$ cat config.mk
export PLATFORM = sky130hd
export DESIGN_NAME = instr_encoder
export DESIGN_NICKNAME = d
export VERILOG_FILES = /design/src/rtl/instr_encoder.sv
export SDC_FILE = /design/constraint.sdc
export NUM_CORES = 1
export LEC_CHECK = 0
export ABC_AREA = 1
export CORE_MARGIN = 1.5
export CORE_UTILIZATION = 30
export CTS_CLUSTER_DIAMETER = 50
export DETAILED_ROUTE_END_ITERATION = 10
export GPL_ROUTABILITY_DRIVEN = 0
export GPL_TIMING_DRIVEN = 0
export PLACE_DENSITY_LB_ADDON = 0.05
export SYNTH_ARGS = -nofsm -noshare
export SYNTH_HDL_FRONTEND = slang
export SYNTH_SLANG_ARGS = --single-unit
$ cat constraint.sdc
create_clock -name clk -period 3.2 [get_ports clk]
set_input_delay 0.96 -clock clk [delete_from_list [all_inputs] [get_ports clk]]
set_output_delay 0.96 -clock clk [all_outputs]
set_load 0.03 [all_outputs]
$ cat src/rtl/instr_encoder.sv
// instr_encoder: turns one decoded Y86-64 instruction (icode, ifun, rA, rB,
// valC) into its byte image and writes it, one byte per cycle, into a
// byte-wide instruction memory at a running write pointer.
//
// Handshake: an instruction is accepted on a rising edge where
// in_valid && in_ready. in_ready is high only in IDLE. Fields are sampled
// at that edge only; later input changes are ignored until the next accept.
// A rejected accept pulses err on the following cycle and leaves in_ready
// high, so a new accept can happen in the err cycle.
module instr_encoder #(
    parameter int                 ADDR_W     = 10,
    parameter logic [ADDR_W-1:0]  START_ADDR = '0
) (
    input  logic              clk,
    input  logic              rst_n,
    input  logic              in_valid,
    output logic              in_ready,
    input  logic [3:0]        icode,
    input  logic [3:0]        ifun,
    input  logic [3:0]        rA,
    input  logic [3:0]        rB,
    input  logic [63:0]       valC,
    output logic              mem_we,
    output logic [ADDR_W-1:0] mem_addr,
    output logic [7:0]        mem_wdata,
    output logic [ADDR_W-1:0] wr_ptr,
    output logic              done,
    output logic              err
);

    typedef enum logic {
        S_IDLE = 1'b0,
        S_EMIT = 1'b1
    } state_t;

    // One-valued constants at the pointer widths
    localparam logic [ADDR_W:0]   FILL_ONE = {{ADDR_W{1'b0}}, 1'b1};
    localparam logic [ADDR_W-1:0] ADDR_ONE = {{(ADDR_W-1){1'b0}}, 1'b1};
    // Fill level equal to the whole memory (2^ADDR_W)
    localparam logic [ADDR_W:0]   FILL_MAX = {1'b1, {ADDR_W{1'b0}}};

    // Instruction length in bytes; 0 marks an unknown icode
    function automatic logic [3:0] instr_len(input logic [3:0] ic);
        logic [3:0] len;
        case (ic)
            4'h0, 4'h1, 4'h9:       len = 4'd1;
            4'h2, 4'h6, 4'hA, 4'hB: len = 4'd2;
            4'h7, 4'h8:             len = 4'd9;
            4'h3, 4'h4, 4'h5:       len = 4'd10;
            default:                len = 4'd0;
        endcase
        return len;
    endfunction

    // Byte k of the instruction image
    function automatic logic [7:0] instr_byte(
        input logic [3:0]  ic,
        input logic [3:0]  fn,
        input logic [3:0]  ra,
        input logic [3:0]  rb,
        input logic [63:0] vc,
        input logic [3:0]  k
    );
        logic [7:0]  b;
        logic [3:0]  fn_e;
        logic [3:0]  ra_e;
        logic [3:0]  rb_e;
        logic        has_reg;
        logic        valc_at1;
        logic        valc_at2;
        logic [63:0] sh;
        b        = 8'h00;
        sh       = 64'h0;
        // only cmovXX, OPq and jXX carry a meaningful function code
        fn_e     = (ic == 4'h2 || ic == 4'h6 || ic == 4'h7) ? fn : 4'h0;
        // irmovq has no source register; pushq/popq have no second register
        ra_e     = (ic == 4'h3) ? 4'hF : ra;
        rb_e     = (ic == 4'hA || ic == 4'hB) ? 4'hF : rb;
        has_reg  = (ic >= 4'h2 && ic <= 4'h6) || ic == 4'hA || ic == 4'hB;
        valc_at1 = (ic == 4'h7 || ic == 4'h8);
        valc_at2 = (ic == 4'h3 || ic == 4'h4 || ic == 4'h5);
        if (k == 4'd0) begin
            b = {ic, fn_e};
        end else if (has_reg && k == 4'd1) begin
            b = {ra_e, rb_e};
        end else if (valc_at1 && k <= 4'd8) begin
            sh = vc >> {k - 4'd1, 3'b000};
            b  = sh[7:0];
        end else if (valc_at2 && k >= 4'd2 && k <= 4'd9) begin
            sh = vc >> {k - 4'd2, 3'b000};
            b  = sh[7:0];
        end
        return b;
    endfunction

    state_t              state_q, state_d;
    logic [3:0]          k_q, k_d;
    logic [3:0]          len_q, len_d;
    logic [3:0]          icode_q, icode_d;
    logic [3:0]          ifun_q, ifun_d;
    logic [3:0]          ra_q, ra_d;
    logic [3:0]          rb_q, rb_d;
    logic [63:0]         valc_q, valc_d;
    logic [ADDR_W-1:0]   wr_ptr_q, wr_ptr_d;
    logic                full_q, full_d;
    logic                mem_we_q, mem_we_d;
    logic [ADDR_W-1:0]   mem_addr_q, mem_addr_d;
    logic [7:0]          mem_wdata_q, mem_wdata_d;
    logic                done_q, done_d;
    logic                err_q, err_d;

    logic [3:0]          in_len;
    logic [ADDR_W:0]     fill_end;
    logic                fits;

    // Length and memory-fit check of the instruction currently offered
    always_comb begin
        in_len   = instr_len(icode);
        fill_end = {full_q, wr_ptr_q} + {{(ADDR_W-3){1'b0}}, in_len};
        fits     = (fill_end <= FILL_MAX);
    end

    // Next-state, pointer and write-port logic
    always_comb begin
        state_d     = state_q;
        k_d         = k_q;
        len_d       = len_q;
        icode_d     = icode_q;
        ifun_d      = ifun_q;
        ra_d        = ra_q;
        rb_d        = rb_q;
        valc_d      = valc_q;
        wr_ptr_d    = wr_ptr_q;
        full_d      = full_q;
        mem_we_d    = 1'b0;
        mem_addr_d  = mem_addr_q;
        mem_wdata_d = mem_wdata_q;
        done_d      = 1'b0;
        err_d       = 1'b0;
        case (state_q)
            S_IDLE: begin
                if (in_valid) begin
                    if (in_len == 4'd0 || !fits) begin
                        err_d = 1'b1;
                    end else begin
                        icode_d     = icode;
                        ifun_d      = ifun;
                        ra_d        = rA;
                        rb_d        = rB;
                        valc_d      = valC;
                        len_d       = in_len;
                        // byte 0 goes out straight from the accept edge
                        mem_we_d    = 1'b1;
                        mem_addr_d  = wr_ptr_q;
                        mem_wdata_d = instr_byte(icode, ifun, rA, rB, valC, 4'd0);
                        done_d      = (in_len == 4'd1);
                        k_d         = 4'd1;
                        state_d     = S_EMIT;
                    end
                end
            end
            S_EMIT: begin
                // the byte on the port this cycle is committed: advance
                {full_d, wr_ptr_d} = {full_q, wr_ptr_q} + FILL_ONE;
                if (done_q) begin
                    state_d = S_IDLE;
                end else begin
                    mem_we_d    = 1'b1;
                    mem_addr_d  = wr_ptr_q + ADDR_ONE;
                    mem_wdata_d = instr_byte(icode_q, ifun_q, ra_q, rb_q, valc_q, k_q);
                    done_d      = (k_q == len_q - 4'd1);
                    k_d         = k_q + 4'd1;
                end
            end
            default: state_d = S_IDLE;
        endcase
    end

    // State and output registers
    always_ff @(posedge clk or negedge rst_n) begin
        if (!rst_n) begin
            state_q     <= S_IDLE;
            k_q         <= 4'd0;
            len_q       <= 4'd0;
            icode_q     <= 4'd0;
            ifun_q      <= 4'd0;
            ra_q        <= 4'd0;
            rb_q        <= 4'd0;
            valc_q      <= 64'd0;
            wr_ptr_q    <= START_ADDR;
            full_q      <= 1'b0;
            mem_we_q    <= 1'b0;
            mem_addr_q  <= START_ADDR;
            mem_wdata_q <= 8'd0;
            done_q      <= 1'b0;
            err_q       <= 1'b0;
        end else begin
            state_q     <= state_d;
            k_q         <= k_d;
            len_q       <= len_d;
            icode_q     <= icode_d;
            ifun_q      <= ifun_d;
            ra_q        <= ra_d;
            rb_q        <= rb_d;
            valc_q      <= valc_d;
            wr_ptr_q    <= wr_ptr_d;
            full_q      <= full_d;
            mem_we_q    <= mem_we_d;
            mem_addr_q  <= mem_addr_d;
            mem_wdata_q <= mem_wdata_d;
            done_q      <= done_d;
            err_q       <= err_d;
        end
    end

    assign in_ready  = (state_q == S_IDLE);
    assign mem_we    = mem_we_q;
    assign mem_addr  = mem_addr_q;
    assign mem_wdata = mem_wdata_q;
    assign wr_ptr    = wr_ptr_q;
    assign done      = done_q;
    assign err       = err_q;

endmodule

==> results.yml <==
status:
  status: "complete, but fails checks"
  violations: "negative setup slack"
die:
  die_w_um: 158
  row_count: 56
  ios: 115
  core-area_um2: 23500
  die_area_um2: 24900
  floorplan.initialDensity_pct: 30.7
  die_h_um: 158
synth:
  ys_ff_latch: 119
  ys_seq_area_share_pct: 41.4
  yosysWarnings: 0
  syn_area_um2: 7200
  synth_nets: 1071
  syn_area_per_cell_um2: 7.38
  synthesis.instances: 975
  yosys.cell_types.count: 35
clock_tree:
  tritoncts: "yes"
  cts_buffers: 17
  root_buffer: "clkbuf_16"
  path_clk_slew_ps: 60
  clock_latency_ps: 420
  hold_buffers: 0
  htreeDepth: 4
  cts_sinks: 119
  clock_path_buffers: 2
power:
  power.density_nw_per_um2: 1010
  irDropWorstVdd_uv: 410
  leakagePower_nw: 5.03
timing:
  setup_viol: 3
  fin_skew_ps: 8.35
  relSlewSlack_pct: 46.4
  min_period_ps: 3210
  hold_violations: 0
  worstMarginPinSlew_ps: 804
  fin_worst_hold_slack_ps: 487
  drv_slew: 0
  fmax_mhz: 312
  setup_slack_ps: -6.87
  fin_crit_sh_pct: 100
  grt_setup_unrepaired: "yes"
layout:
  drive_above_1_share_pct: 21.3
  final_util_pct: 44.1
  n_antenna_cell: 0
  fin_nets: 1224
  synthToLayoutAreaGrowth_pct: 44.0
route:
  vias_per_cell: 4.66
  wl_mm: 23.4
  wl_per_cell_um: 16.1
  drc_errors: 0
  drtAntennaViolNets: 0
  drt_iter0_markers: 437
  firstDrtPassIters: 5
  via_count: 6787
global_routing:
  grt_pass1_wl_mm: 37.1
  grt_max_degree: 67
  grt_pass1_vias: 6745
  grt.overflow.total: 0
  gr-usage-all-layers_pct: 19.7
  antenna_found_initial: 0
worst_setup_path:
  crit_path_max_fanout: 7
  start_kind: "primary input"
  worstPathRequired_ps: 3490
  end_kind: "flop"
  worstSetupPathType: "primary input to flop"
  cp_data_arrival_time_ps: 3500
min_path:
  hp-class: "primary input to async pin"
place:
  place_ws_ps: -1260
  portBuffers: 114
  dpl.hpwl_mm: 16.7
job:
  drv_cap: 0
## logic make-up (layout without fill, tap and decap cells)
| group | Yosys count | after routing | share of synthesized area [%] |
|---|---|---|---|
| fa+ha+maj | 13 | 13 | 2.36 |
| buf+inv | 212 | 375 | 13.0 |
| xor+xnor | 16 | 16 | 1.95 |
| flops | 119 | 119 | 41.4 |
| compound gates | 202 | 202 | 17.5 |
| simple gates | 413 | 413 | 23.9 |
## placed cells by master, fill, tap and decap left out, types with 4 or more instances in the layout
cell type / n
a21oi_1: 37
buf_1: 5
buf_12: 11
buf_16: 6
buf_2: 11
buf_4: 10
buf_6: 5
buf_8: 12
clkbuf_1: 9
clkbuf_16: 21
clkdlybuf4s50_1: 109
clkinv_2: 6
dfrtp_1: 119
ha_1: 10
inv_1: 153
inv_2: 5
nand2_1: 222
nand2_2: 33
nand2_4: 27
nand3_1: 62
nand3_2: 20
nor2_1: 30
nor2_2: 4
nor3_1: 4
o211ai_1: 42
o21ai_0: 35
o21ai_1: 34
o21ai_2: 48
xnor2_1: 4
xor2_1: 12
## final cells by class
| cell class | instances | area (µm²) |
|---|---|---|
| timing repair buffer | 135 | 1530 |
| clock buffer | 19 | 443 |
| sequential | 119 | 2980 |
| tap | 319 | 399 |
| fill | 2479 | 13100 |
| clock inverter | 10 | 108 |
| buffer | 50 | 493 |
| inverter | 161 | 622 |
| multi-input combinational | 644 | 3790 |
## state kept, by name (all words and copies together) (netlist names)
| register | count |
|---|---|
| mem_we | 1 |
| len_q | 3 |
| ra_q | 4 |
| mem_addr | 10 |
| wr_ptr | 10 |
| rb_q | 4 |
| err | 1 |
| valc_q | 64 |
| ifun_q | 4 |
| k_q | 4 |
| full_q | 1 |
| icode_q | 4 |
| done | 1 |
| mem_wdata | 8 |
## final timing paths
kind	slack, ps	endpoint	cells after the start	from
setup / recovery	-7	ifun_q[3]$_DFFE_PN0P_	23	icode[3]
hold / removal	490	valc_q[25]$_DFFE_PN0P_	1	rst_n
setup reg to reg	160	mem_wdata[2]$_DFFE_PN0P_	16	k_q[0]$_DFFE_PN0P_
hold reg to reg	490	valc_q[47]$_DFFE_PN0P_	2	valc_q[47]$_DFFE_PN0P_
max in group asynchronous	1970	ifun_q[3]$_DFFE_PN0P_	2	rst_n
min in group clk	490	valc_q[47]$_DFFE_PN0P_	2	valc_q[47]$_DFFE_PN0P_
## worst max-delay path, cell delays in order
cell       delay (ps)
buf_12            120
inv_16             50
nand2_8            50
nor3_4            150
nor2_4             60
inv_2              80
ha_4              130
inv_2              30
fa_2              500
nand3b_1           70
nor2_1            100
nand2_1            60
nor2_1            110
nand2_1            60
nor2_1             90
nand3_1            90
nand2_2           100
nand3_4           100
buf_12            160
buf_12            150
clkbuf_16         170
nand2_2            50
o21ai_1            50
## synthesized netlist by cell type, drive strengths merged
| cell type | n | area, µm² |
|---|---|---|
| dfrtp | 119 | 2980 |
| clkbuf | 14 | 52.6 |
| a21oi | 38 | 190 |
| inv | 159 | 597 |
| nor2 | 35 | 139 |
| a22o | 1 | 8.76 |
| nand4 | 1 | 6.26 |
| nand3b | 1 | 7.51 |
| xor2 | 12 | 105 |
| nand3 | 83 | 433 |
| xnor2 | 4 | 35.0 |
| a21boi | 2 | 15.0 |
| fa | 1 | 20.0 |
| nand2 | 284 | 1080 |
| o22ai | 1 | 6.26 |
| ha | 12 | 150 |
| nor4 | 2 | 18.8 |
| or2 | 1 | 6.26 |
| nor3 | 6 | 30.0 |
| o21bai | 1 | 7.51 |
| o21ai | 117 | 713 |
| clkinv | 2 | 7.51 |
| o211ai | 42 | 315 |
| buf | 37 | 278 |
## per-layer routing
metal  vias to the layer above  global-route usage, %  wire, µm
met5                         -                      0         0
met4                         0                   6.29       387
met3                        27                   3.59      1220
met2                       197                   29.3     10100
met1                      3148                   28.8     11700
li1                       3415                      -         -
## where the power goes
part / switching [mW] / total (mW) / internal, mW
Sequential: 0.655 / 2.82 / 2.17
Clock: 0.723 / 1.87 / 1.14
Combinational: 3.49 / 5.75 / 2.26
## per-stage QoR
stage / area (µm²) / setup TNS, ps / power (mW) / instances
3_5_place_dp: 8800 / -127390 / 7.76 / 1409
4_1_cts: 9780 / -254 / 9.98 / 1449
3_3_place_gp: 8770 / -594230 / 7.75 / 1408
6_report: 10400 / -13.4 / 10.4 / 1457
5_1_grt: 10400 / -17270 / 11.3 / 1457
2_1_floorplan: 7230 / -424 / 6.03 / 975
## what timing repair did
item	4_1_cts	5_1_grt
resized for setup	87	133
pin swaps	16	10
cloned	5	6
setup endpoints to repair	108	106
setup buffers	6	3
Power figures use the tool's default switching activity.
